File: config.mk
export PLATFORM = sky130hd
export DESIGN_NAME = rns_symbol_decoder_3b
export DESIGN_NICKNAME = d
export VERILOG_FILES = /design/src/rtl/rns_symbol_decoder_3b.sv
export SDC_FILE = /design/constraint.sdc
export NUM_CORES = 1
export LEC_CHECK = 0
export CORE_UTILIZATION = 40
export CTS_CLUSTER_SIZE = 10
export DETAILED_ROUTE_END_ITERATION = 7
export PLACE_DENSITY_LB_ADDON = 0.1
export SLEW_MARGIN = 10
export SYNTH_ARGS = -nofsm -noshare
export SYNTH_HDL_FRONTEND = slang
export SYNTH_SLANG_ARGS = --single-unit
export TNS_END_PERCENT = 10
File: constraint.sdc
create_clock -name clk -period 1.7 [get_ports clk]
set_input_delay 0.255 -clock clk [delete_from_list [all_inputs] [get_ports clk]]
set_output_delay 0.255 -clock clk [all_outputs]
set_load 0.05 [all_outputs]
File: src/rtl/rns_symbol_decoder_3b.sv
// Receive-side decoder for the 3-bit RNS symbol link.
// Data symbols pass through; control symbols are mapped back to the
// sel0/sel1/sel2 selection that produced them; illegal control codes are
// flagged. Decoded entries are buffered in a 2-entry FIFO, and saturating
// per-class counters track accepted symbols.
//
// Handshake: both sides use valid/ready. A transfer happens on a rising edge
// where valid && ready. The producer keeps valid and its payload stable until
// the transfer; the FIFO holds out_valid_o and the head fields stable until
// the head is popped. in_ready_o is registered and independent of out_ready_i.
module rns_symbol_decoder_3b #(
    parameter int CNT_W = 8
) (
    input  logic             clk,
    input  logic             rst_n,
    input  logic             in_valid_i,
    output logic             in_ready_o,
    input  logic [2:0]       in_data_i,
    input  logic             in_a_i,
    output logic             out_valid_o,
    input  logic             out_ready_i,
    output logic [2:0]       out_data_o,
    output logic             out_sel0_o,
    output logic             out_sel1_o,
    output logic             out_sel2_o,
    output logic             out_is_data_o,
    output logic             out_err_o,
    input  logic             clr_cnt_i,
    output logic [CNT_W-1:0] data_cnt_o,
    output logic [CNT_W-1:0] ctrl_cnt_o,
    output logic [CNT_W-1:0] err_cnt_o,
    output logic [1:0]       dbg_state_o
);

    // Occupancy state; the encoding equals the number of buffered entries.
    typedef enum logic [1:0] {
        ST_EMPTY = 2'd0,
        ST_ONE   = 2'd1,
        ST_FULL  = 2'd2
    } occ_e;

    // sel[0] = sel0, sel[1] = sel1, sel[2] = sel2.
    typedef struct packed {
        logic [2:0] data;
        logic [2:0] sel;
        logic       is_data;
        logic       err;
    } entry_t;

    localparam logic [CNT_W-1:0] CNT_MAX = {CNT_W{1'b1}};
    localparam logic [CNT_W-1:0] CNT_ONE = {{(CNT_W-1){1'b0}}, 1'b1};

    occ_e             state_q, state_d;
    logic             wr_ptr_q, wr_ptr_d;
    logic             rd_ptr_q, rd_ptr_d;
    logic             in_ready_q;
    entry_t           mem0_q, mem1_q;
    entry_t           head_q, head_d;
    entry_t           dec;
    entry_t           mem_rd;
    logic             push, pop;
    logic [CNT_W-1:0] data_cnt_q, data_cnt_d;
    logic [CNT_W-1:0] ctrl_cnt_q, ctrl_cnt_d;
    logic [CNT_W-1:0] err_cnt_q, err_cnt_d;

    assign push        = in_valid_i && in_ready_q;
    assign out_valid_o = (state_q != ST_EMPTY);
    assign pop         = out_valid_o && out_ready_i;
    assign in_ready_o  = in_ready_q;
    assign dbg_state_o = state_q;

    // Decode the incoming symbol into a FIFO entry.
    always_comb begin
        dec         = '0;
        dec.data    = in_data_i;
        if (in_a_i) begin
            dec.is_data = 1'b1;
        end else begin
            unique case (in_data_i)
                3'b101:  dec.sel = 3'b000;
                3'b100:  dec.sel = 3'b001;
                3'b011:  dec.sel = 3'b010;
                3'b010:  dec.sel = 3'b100;
                default: dec.err = 1'b1;
            endcase
        end
    end

    // Occupancy next-state and pointer advance.
    always_comb begin
        state_d  = state_q;
        wr_ptr_d = wr_ptr_q;
        rd_ptr_d = rd_ptr_q;
        if (push) wr_ptr_d = ~wr_ptr_q;
        if (pop)  rd_ptr_d = ~rd_ptr_q;
        unique case (state_q)
            ST_EMPTY: if (push) state_d = ST_ONE;
            ST_ONE: begin
                if (push && !pop)      state_d = ST_FULL;
                else if (pop && !push) state_d = ST_EMPTY;
            end
            ST_FULL:  if (pop) state_d = ST_ONE;
            default:  state_d = ST_EMPTY;
        endcase
    end

    // Select the stored entry that will be at the head after this edge.
    always_comb begin
        mem_rd = rd_ptr_d ? mem1_q : mem0_q;
    end

    // Head register: follows the new head, holds its value when the FIFO drains.
    always_comb begin
        head_d = head_q;
        if (state_d != ST_EMPTY) begin
            if (push && (wr_ptr_q == rd_ptr_d)) head_d = dec;
            else                                head_d = mem_rd;
        end
    end

    // Saturating per-class counters; clear wins over an increment.
    always_comb begin
        data_cnt_d = data_cnt_q;
        ctrl_cnt_d = ctrl_cnt_q;
        err_cnt_d  = err_cnt_q;
        if (clr_cnt_i) begin
            data_cnt_d = '0;
            ctrl_cnt_d = '0;
            err_cnt_d  = '0;
        end else if (push) begin
            if (dec.is_data) begin
                if (data_cnt_q != CNT_MAX) data_cnt_d = data_cnt_q + CNT_ONE;
            end else if (dec.err) begin
                if (err_cnt_q != CNT_MAX) err_cnt_d = err_cnt_q + CNT_ONE;
            end else begin
                if (ctrl_cnt_q != CNT_MAX) ctrl_cnt_d = ctrl_cnt_q + CNT_ONE;
            end
        end
    end

    // Occupancy, pointers and the registered ready flag.
    always_ff @(posedge clk or negedge rst_n) begin
        if (!rst_n) begin
            state_q    <= ST_EMPTY;
            wr_ptr_q   <= 1'b0;
            rd_ptr_q   <= 1'b0;
            in_ready_q <= 1'b1;
        end else begin
            state_q    <= state_d;
            wr_ptr_q   <= wr_ptr_d;
            rd_ptr_q   <= rd_ptr_d;
            in_ready_q <= (state_d != ST_FULL);
        end
    end

    // FIFO storage and head register.
    always_ff @(posedge clk or negedge rst_n) begin
        if (!rst_n) begin
            mem0_q <= '0;
            mem1_q <= '0;
            head_q <= '0;
        end else begin
            if (push && !wr_ptr_q) mem0_q <= dec;
            if (push && wr_ptr_q)  mem1_q <= dec;
            head_q <= head_d;
        end
    end

    // Counter registers.
    always_ff @(posedge clk or negedge rst_n) begin
        if (!rst_n) begin
            data_cnt_q <= '0;
            ctrl_cnt_q <= '0;
            err_cnt_q  <= '0;
        end else begin
            data_cnt_q <= data_cnt_d;
            ctrl_cnt_q <= ctrl_cnt_d;
            err_cnt_q  <= err_cnt_d;
        end
    end

    assign out_data_o    = head_q.data;
    assign out_sel0_o    = head_q.sel[0];
    assign out_sel1_o    = head_q.sel[1];
    assign out_sel2_o    = head_q.sel[2];
    assign out_is_data_o = head_q.is_data;
    assign out_err_o     = head_q.err;
    assign data_cnt_o    = data_cnt_q;
    assign ctrl_cnt_o    = ctrl_cnt_q;
    assign err_cnt_o     = err_cnt_q;

endmodule

==> Yosys cells after proc, flatten, opt, wreduce, memory -nomap -nowiden <==
Index checks and enable logic that the tools add are counted.
{ "totals": {"in_bits": 9, "register_bits": 53, "out_inout_bits": 36} }
{ "classes": {"bitwise_logic": 2, "addsub": 3, "reduce_logical": 23, "eq_ne": 13, "muxes": 27} }
{ "ops": {"columns": ["op", "n"], "rows": [
  ["2-to-1 mux 8 bit", 16],
  ["adder 8 x 1 -> 8 bit, second input constant", 3],
  ["!= test 8 bit, second input constant", 3],
  ["nonzero test 2 bit", 8],
  ["one-hot mux 3 bit (3 select lines)", 1],
  ["2-to-1 mux 2 bit", 4],
  ["AND reduction 4 bit", 2],
  ["logical AND 1 bit", 7],
  ["equality test 3 x 2 -> 1 bit, second input constant", 2],
  ["equality test 3 bit, second input constant", 2],
  ["!= test 2 bit, second input constant", 3],
  ["one-hot mux 2 bit (3 select lines)", 1],
  ["2-to-1 mux 1 bit", 4],
  ["OR reduction 4 bit", 1],
  ["logical NOT 1 bit", 3],
  ["2-to-1 mux 3 bit", 1],
  ["AND reduction 3 bit", 1],
  ["equality test 2 x 1 -> 1 bit, second input constant", 1],
  ["equality test 2 bit, second input constant", 1],
  ["logical NOT 2 bit", 1],
  ["NOT 1 bit", 2],
  ["equality test 1 bit", 1]
]} }

==> Depth between registers and ports, before layout <==
Gate-level depths: netlist (run 1).
{ "depth": {"word_depth": 8, "depth_mapped": 7, "mapped_depth_nobuf": 6} }

==> Worst setup path after synthesis (run 1) <==
OpenSTA, ideal clock, no wires.
{ "synth_path": {"path_kind": "flip-flop to flip-flop", "start": "register in_ready_q, in the netlist in_ready_o", "end": "register data_cnt_q[5], in the netlist data_cnt_o[5]", "setup_slack_ns": -0.064, "setup_time_ns": 0.078, "period_less_slack_ns": 1.764, "t_required_ns": 1.622, "arrival_time_ns": 1.686, "stages_incl_launch_ff": 6, "path_cell_list": "dfstp_2 > and3_1 > clkbuf_1 > o211ai_1 > or3_1 > a21oi_1"} }
{ "synth_between": {"elab_chain_len": 3} }
{ "synth_rtl": {"columns": ["item", "line", "text"], "rows": [
  ["start, declared", "56", "logic in_ready_q;"],
  ["start signal, assigned", "152", "in_ready_q <= (state_d != ST_FULL);"],
  ["logical AND 1 bit", "66", "assign push = in_valid_i && in_ready_q;"],
  ["nonzero test 2 bit (no source line)", null, null],
  ["AND reduction 3 bit (no source line)", null, null],
  ["end signal, assigned", "176", "data_cnt_q <= data_cnt_d;"],
  ["end, declared", "62", "logic [CNT_W-1:0] data_cnt_q, data_cnt_d;"]
]} }
Every way passes these cells.
A chain may end at the register's enable or synchronous reset.

==> Worst setup path in the final report (run 1) <==
{ "layout_path": {"start": "register in_ready_q, in the netlist in_ready_o", "end": "register ctrl_cnt_q[5], in the netlist ctrl_cnt_o[5]"} }
{ "layout_between": {"elab_chain_len": 3} }
{ "layout_rtl": {"columns": ["item", "line", "text"], "rows": [
  ["logical AND 1 bit", "66", null],
  ["nonzero test 2 bit (no source line)", null, null],
  ["AND reduction 4 bit (no source line)", null, null],
  ["end signal, assigned", "177", "ctrl_cnt_q <= ctrl_cnt_d;"],
  ["end, declared", "63", "logic [CNT_W-1:0] ctrl_cnt_q, ctrl_cnt_d;"]
]} }
Every way passes these cells.

==> results of run 1 <==
logic make-up (layout without fill, tap and decap cells):
| kind of cell | count (synthesis) | after routing | synth area share, % |
|---|---|---|---|
| DFF | 53 | 53 | 50.0 |
| muxes | 13 | 13 | 4.91 |
| buffers and inverters | 27 | 115 | 3.87 |
| AOI/OAI and AO/OA | 55 | 55 | 15.4 |
| and+or+nand+nor | 94 | 94 | 17.3 |
| xor gates and xnor gates | 17 | 17 | 6.60 |
| adders and majority gates | 4 | 4 | 1.89 |
layer usage:
layer,vias up,wire (um)
li1,1109,-
met1,1045,2910
met2,41,2810
met3,5,209
met4,0,68
met5,-,0
worst max-delay path by stage:
| stage | from | endpoint |
|---|---|---|
| finish | in_ready_o | ctrl_cnt_o[5] |
| CTS | in_ready_o | ctrl_cnt_o[0] |
| detailed placement | in_data_i[2] | ctrl_cnt_o[5] |
| floorplan | err_cnt_o[0] | err_cnt_o[1] |
| global route | in_ready_o | out_data_o[0] |
| global placement | in_data_i[2] | ctrl_cnt_o[5] |
report_power, final:
part           internal [mW]  leakage, nW  switching [mW]
Sequential              1.55        0.695           0.195
Combinational          0.946         1.01            1.25
Clock                  0.481       0.0585           0.401
Total                   2.98         1.76            1.85
metrics by stage:
step / hold slack (ns) / setup WS (ns)
after floorplan: -0.0406 / -0.0488
after CTS: 0.328 / -0.00469
after global routing: 0.345 / -0.0641
after detailed placement: 0.102 / -0.508
after global placement: 0.102 / -0.481
final: 0.315 / -0.0113
sequential cells by signal (all words and copies together) (netlist names), 2 cells and up:
name and flops:
ctrl_cnt_o 8, data_cnt_o 8, err_cnt_o 8, mem0_q 8, mem1_q 8, out_data_o 3, dbg_state_o 2
area by class of cell:
| class | instances | area [um^2] |
|---|---|---|
| inverter | 18 | 67.6 |
| multi-input combinational | 183 | 1250 |
| tap | 77 | 96.3 |
| clock inverter | 1 | 30.0 |
| timing repair buffer | 89 | 748 |
| clock buffer | 7 | 86.3 |
| sequential | 53 | 1330 |
| fill | 590 | 2770 |
worst max-delay path, cell delays in order, from the launching register on:
cell and delay (ns):
dfstp_4 0.65, buf_6 0.10, and4bb_2 0.29, o211ai_1 0.13
or3_1 0.33, a21oi_1 0.13
cells in the final DEF (no fill, tap or decap), types with 2 or more instances in the layout:
master and n:
clkbuf_8 6, and2_1 4, ha_1 4, and3_1 7
nand4b_1 3, nor2_1 25, nand4_1 5, or3_1 2
xnor2_1 3, o211ai_1 5, o21ai_0 18, buf_6 4
a222oi_1 8, buf_12 4, nand2b_1 2, buf_4 72
dfrtp_2 2, o21ai_1 2, nor3_1 2, o2111ai_1 5
dfrtp_1 50, nand3_1 5, nand2_1 32, inv_1 18
clkdlybuf4s50_1 5, a21oi_1 4, dlygate4sd2_1 2, mux2i_1 13
xor2_1 12
timing repair:
| action | in CTS | in global routing |
|---|---|---|
| gates resized for setup | 6 | 9 |
| endpoints found under the hold margin | 8 | 0 |
| endpoints found under the setup margin | 16 | 16 |
| pin swaps | 5 | 7 |
| hold buffers | 1 | 0 |
| gates cloned | 0 | 0 |
| buffers inserted | 3 | 0 |
==> metrics.cfg, run 1 <==
[logic_synthesis]
ys.flop_type = dfrtp_1
synth_cell_type_count = 44
netlist_top_cells_count = 52 x dfrtp_1, 32 x nand2_1, 25 x nor2_1
synthTopCellsByArea = dfrtp_1 49%, mux2i_1 4.9%, nand2_1 4.5%
synth-warning-count = 0
synth_top_area_share_pct = 49.1
syn_area_um2 = 2650
synth_nets = 276
synth_edf_count = 0
synthArstFlopShare_pct = 100
syn-instance-count = 263
ys_seq_elements = 53
ys_seq_area_share_pct = 50.0
avgSynthCellArea_um2 = 10.1
yosysMostFrequentCell = dfrtp_1
synth_top_area_cell = dfrtp_1

[worst_setup_path]
r2r_start = in_ready_o
worst-path-max-fanout = 5
path_class = flop to flop
cp-start-kind = flop
worst_r2r_path_depth = 5
cp-end-kind = flop
crit_required_ns = 1.92
regToRegSetupSlack_ns = -0.01
arrival_ns = 1.94
r2r_end = ctrl_cnt_o[5]

[sta]
fin_worst_skew_ns = 0.00967
final.setup.tns_ns = -0.0113
rsz0062_at_grt = true
max_freq_mhz = 584
slew_headroom_pct = 70.3
finalMaxSlewViolations = 0
hold_viol = 0
setup-violations-final = 1
layout_min_cycle_time_ns = 1.71
setup_ws_ns = -0.0113
fin_crit_sh_pct = 101
worst_pin_slew_ns = 0.441

[pwr]
p_per_area_nw_per_um2 = 1340
total_leakage_power_nw = 1.76
peakVddDrop_v = 0.00146
p_total_mw = 4.83

[global_routing]
grt_pass1_vias = 2165
grt_remaining_overflow = 0
top_usage_layer = met2
grtUsageMet2_pct = 30.5
grt_max_degree = 23
groute.layer.met1.usage_pct = 25.1
gr-usage-met3_pct = 3.68
grt_usage_pct = 18.5
grt_pass1_wl_um = 10300
antenna_found_initial = 0

[clocking]
cts-buffers-inserted = 5
ctsRootBufferMaster = clkbuf_8
cts_sinks = 53
clkTransAtPathRegs_ns = 0.09
htreeDepth = 2
clockBufferDepth = 2
clk_latency_ns = 0.30
cts_tree = yes

[drt]
drtAntennaViolNets = 0
viasPerCell = 5.14
drc_errors = 0
drt_pass1_iterations = 4
drt-initial-drc-count = 142
wirelength_um = 6000
via_count = 2200
detail_route.wl_per_cell_um = 14.0

[floorplan]
die_x_um = 83.4
start_util_pct = 41.5
fp.dieH_um = 83.4
fp.dieArea_um2 = 6960
pin_count = 45
core_area_um2 = 6390
row_count = 29

[run_status]
status = finished with violations
violations = setup timing

[layout]
drive_gt1_share_pct = 29.3
final_net_count = 363
fin_util_pct = 56.6
diodes = 0
stdcell_count = 428
post-route-cell-area_um2 = 3610
area_growth_pct = 36.2

[placed_design]
place_area_um2 = 3440
numPortBuffers = 44
dp.cells = 418
hpwl_um = 4300
gp_congestion = 0.756

[job]
max_cap_violations = 0

[hold_path]
hp-class = primary input to asynchronous set/reset pin

Note: power is estimated with default switching activity, not from simulation.
==> inputs of run 2 (changes only) <==
ABC_AREA = 1   (was unset)
CAP_MARGIN = 20   (was unset)
==> run 2 against run 1 <==
The flow now finishes without violations. Sequential share of layout area is 0.28 points lower. Register-to-register slack better by 0.14 ns. Worst setup slack better by 0.10 ns. Die area is 7.1% higher.
==> metrics.cfg, run 2 <==
[run_status]
status = completed

[floorplan]
row_count = 30  ; +3.4%
core_area_um2 = 6830  ; +7.0%
start_util_pct = 41.6  ; +0.11 points
fp.dieH_um = 86.3  ; +3.5%
die_x_um = 86.3  ; +3.5%
pin_count = 45  ; unchanged
fp.dieArea_um2 = 7450  ; +7.1%

[sta]
setup_ws_ns = 0.0912  ; +0.103 ns
fin_crit_sh_pct = 94.6  ; -6.0 points
worst_pin_slew_ns = 0.485  ; +0.0437 ns
layout_min_cycle_time_ns = 1.61  ; -0.103 ns
slew_headroom_pct = 67.6  ; -2.7 points
max_freq_mhz = 622  ; +6.4%
setup-violations-final = 0  ; -1
hold_viol = 0  ; unchanged
finalMaxSlewViolations = 0  ; unchanged
fin_worst_skew_ns = 0.00977  ; +0.000102 ns

[pwr]
total_leakage_power_nw = 1.81  ; +3.0%
power_frac_comb_pct = 47.4  ; +1.8 points
clockPowerShare_pct = 17.2  ; -1.1 points
switchingPower_mw = 2.13  ; +15%
p_int_mw = 2.84  ; -4.7%
switching_share_pct = 42.9  ; +4.6 points
peakVddDrop_v = 0.000403  ; -72%
seq_power_share_pct = 35.3  ; -0.9 points
p_per_area_nw_per_um2 = 1370  ; +2.4%

[logic_synthesis]
syn_area_um2 = 2850  ; +7.3%
synth-warning-count = 0  ; unchanged
yosysMostFrequentCell = nand2_1
syn-instance-count = 354  ; +35%
synthTopCellsByArea = dfrtp_1 46%, nand2_1 14%, nand3_1 5.6%
synth_nets = 367  ; +33%
ys.flop_type = dfrtp_1
synth_top_area_share_pct = 45.7  ; -3.3 points
synthArstFlopShare_pct = 100  ; unchanged
synth_edf_count = 0  ; unchanged
avgSynthCellArea_um2 = 8.04  ; -20%
synth_top_area_cell = dfrtp_1
ys_seq_elements = 53  ; unchanged
ys_seq_area_share_pct = 46.7  ; -3.4 points
synth_cell_type_count = 33  ; -25%
netlist_top_cells_count = 106 x nand2_1, 52 x dfrtp_1, 36 x inv_1

[clocking]
clockBufferDepth = 2  ; unchanged
clk_latency_ns = 0.31  ; about the same
clkTransAtPathRegs_ns = 0.09  ; about the same
htreeDepth = 2  ; unchanged
cts_tree = yes
cts_sinks = 53  ; unchanged
ctsRootBufferMaster = clkbuf_8
cts-buffers-inserted = 5  ; unchanged

[drt]
viasPerCell = 4.77  ; -7.2%
drtAntennaViolNets = 0  ; unchanged
wirelength_um = 6200  ; +3.3%
drt-initial-drc-count = 137  ; -3.5%
drt_pass1_iterations = 4  ; unchanged
via_count = 2476  ; +13%
drc_errors = 0  ; unchanged
detail_route.wl_per_cell_um = 11.9  ; -15%

[worst_setup_path]
arrival_ns = 1.81  ; -0.13 ns
worst-path-max-fanout = 3  ; -2
path_class = primary input to flop
crit_required_ns = 1.90  ; -0.02 ns
cp-end-kind = flop
cp-start-kind = primary input

[layout]
stdcell_count = 519  ; +21%
layout_common_cells = 106 x nand2_1, 55 x buf_4, 49 x dfrtp_1
n_fill_cell = 688  ; +17%
final_net_count = 435  ; +20%
diodes = 0  ; unchanged
post-route-cell-area_um2 = 3630  ; +0.59%
area_growth_pct = 27.7
drive_gt1_share_pct = 23.9  ; -5.5 points
final_common_cell = nand2_1

[placed_design]
dp.cells = 509  ; +22%
hpwl_um = 4570  ; +6.4%
gp_congestion = 0.816  ; +7.9%
numPortBuffers = 44  ; unchanged
place_ws_ns = -0.302  ; +0.206 ns
place_area_um2 = 3490  ; +1.7%

[hold_path]
hp-class = primary input to asynchronous set/reset pin

[global_routing]
grt_pass1_vias = 2387  ; +10%
grt_usage_pct = 18.5  ; +0.066 points
grt_max_degree = 42  ; +83%
grt_pass1_wl_um = 10800  ; +4.8%
antenna_found_initial = 0  ; unchanged
grt_remaining_overflow = 0  ; unchanged

[job]
max_cap_violations = 0  ; unchanged

[run 2: cell types whose count changed after synthesis, sizes merged, moves of 9 or more]
cell and change:
nand2 +79, nand3 +32, inv +24, o21ai +21
mux2i -13, nand4 +9
[run 2: final timing paths]
| check | from | end | slack [ns] | cells past startpoint |
|---|---|---|---|---|
| min in group clk | out_sel2_o | out_sel2_o | 0.49 | 2 |
| min | rst_n | ctrl_cnt_o[6] | 0.39 | 2 |
| max in group asynchronous | rst_n | in_ready_o | 0.74 | 3 |
| max reg2reg | in_ready_o | err_cnt_o[5] | 0.13 | 7 |
| max | in_data_i[2] | ctrl_cnt_o[2] | 0.09 | 8 |
| min reg2reg | out_sel2_o | out_sel2_o | 0.49 | 2 |
[run 2: worst max-delay path: stages]
cell,delay (ns)
clkdlybuf4s50_1,0.48
inv_1,0.08
ha_1,0.31
nor3_2,0.22
nand2_2,0.10
buf_4,0.15
o21ai_0,0.15
nor2_1,0.07
[run 2: cells by family (layout without fill, tap and decap cells)]
kind of cell / after synthesis / count (layout) / share of synthesized area, %
buffers and inverters: 50 / 119 / 7.56
AND/OR/NAND/NOR: 190 / 190 / 31.5
AO/OA/AOI/OAI: 49 / 49 / 10.1
flip-flops: 53 / 53 / 46.7
adder cells (fa/ha/maj): 4 / 4 / 1.76
XOR/XNOR: 8 / 8 / 2.46
[run 2: per-layer routing]
metal / track usage [%] / wire (um)
met1: 25.0 / 2970
met5: 0 / 0
met4: 6.52 / 97
met3: 3.43 / 210
met2: 30.0 / 2920
[run 2: power by group through the flow]
| stage | Combinational, mW | Clock [mW] | Sequential, mW |
|---|---|---|---|
| floorplan | 1.12 | 0 | 2.25 |
| global placement | 2.36 | 0 | 1.77 |
| detailed placement | 2.37 | 0 | 1.78 |
| CTS | 2.38 | 0.893 | 1.76 |
| global route | 2.63 | 0.936 | 1.80 |
| finish | 2.36 | 0.857 | 1.76 |
[run 2: metrics by stage]
step / power (mW) / TNS (ns) / util, % / hold WS, ns
6_report: 4.97 / 0 / 53.2 / 0.393
5_1_grt: 5.37 / -0.0293 / 53.2 / 0.407
4_1_cts: 5.03 / 0 / 52.9 / 0.394
3_5_place_dp: 4.15 / -4.13 / 51.2 / 0.185
3_3_place_gp: 4.14 / -4.45 / 51.2 / 0.184
2_1_floorplan: 3.37 / -0.0862 / - / -0.0406
[run 2: what timing repair did]
action,CTS,global route
gates resized for setup,0,3
hold endpoints to repair,12,0
hold buffers,1,0
buffers inserted,0,1
endpoints found under the setup margin,0,12
[run 2: final cells by class]
class | count | area (um^2) | share of cell area (%)
clock buffer | 6 | 72.6 | 2.00
clock inverter | 2 | 38.8 | 1.07
inverter | 42 | 160 | 4.41
multi-input combinational | 251 | 1310 | 36.1
sequential | 53 | 1330 | 36.6
tap | 96 | 120 | 3.31
timing repair buffer | 69 | 598 | 16.5
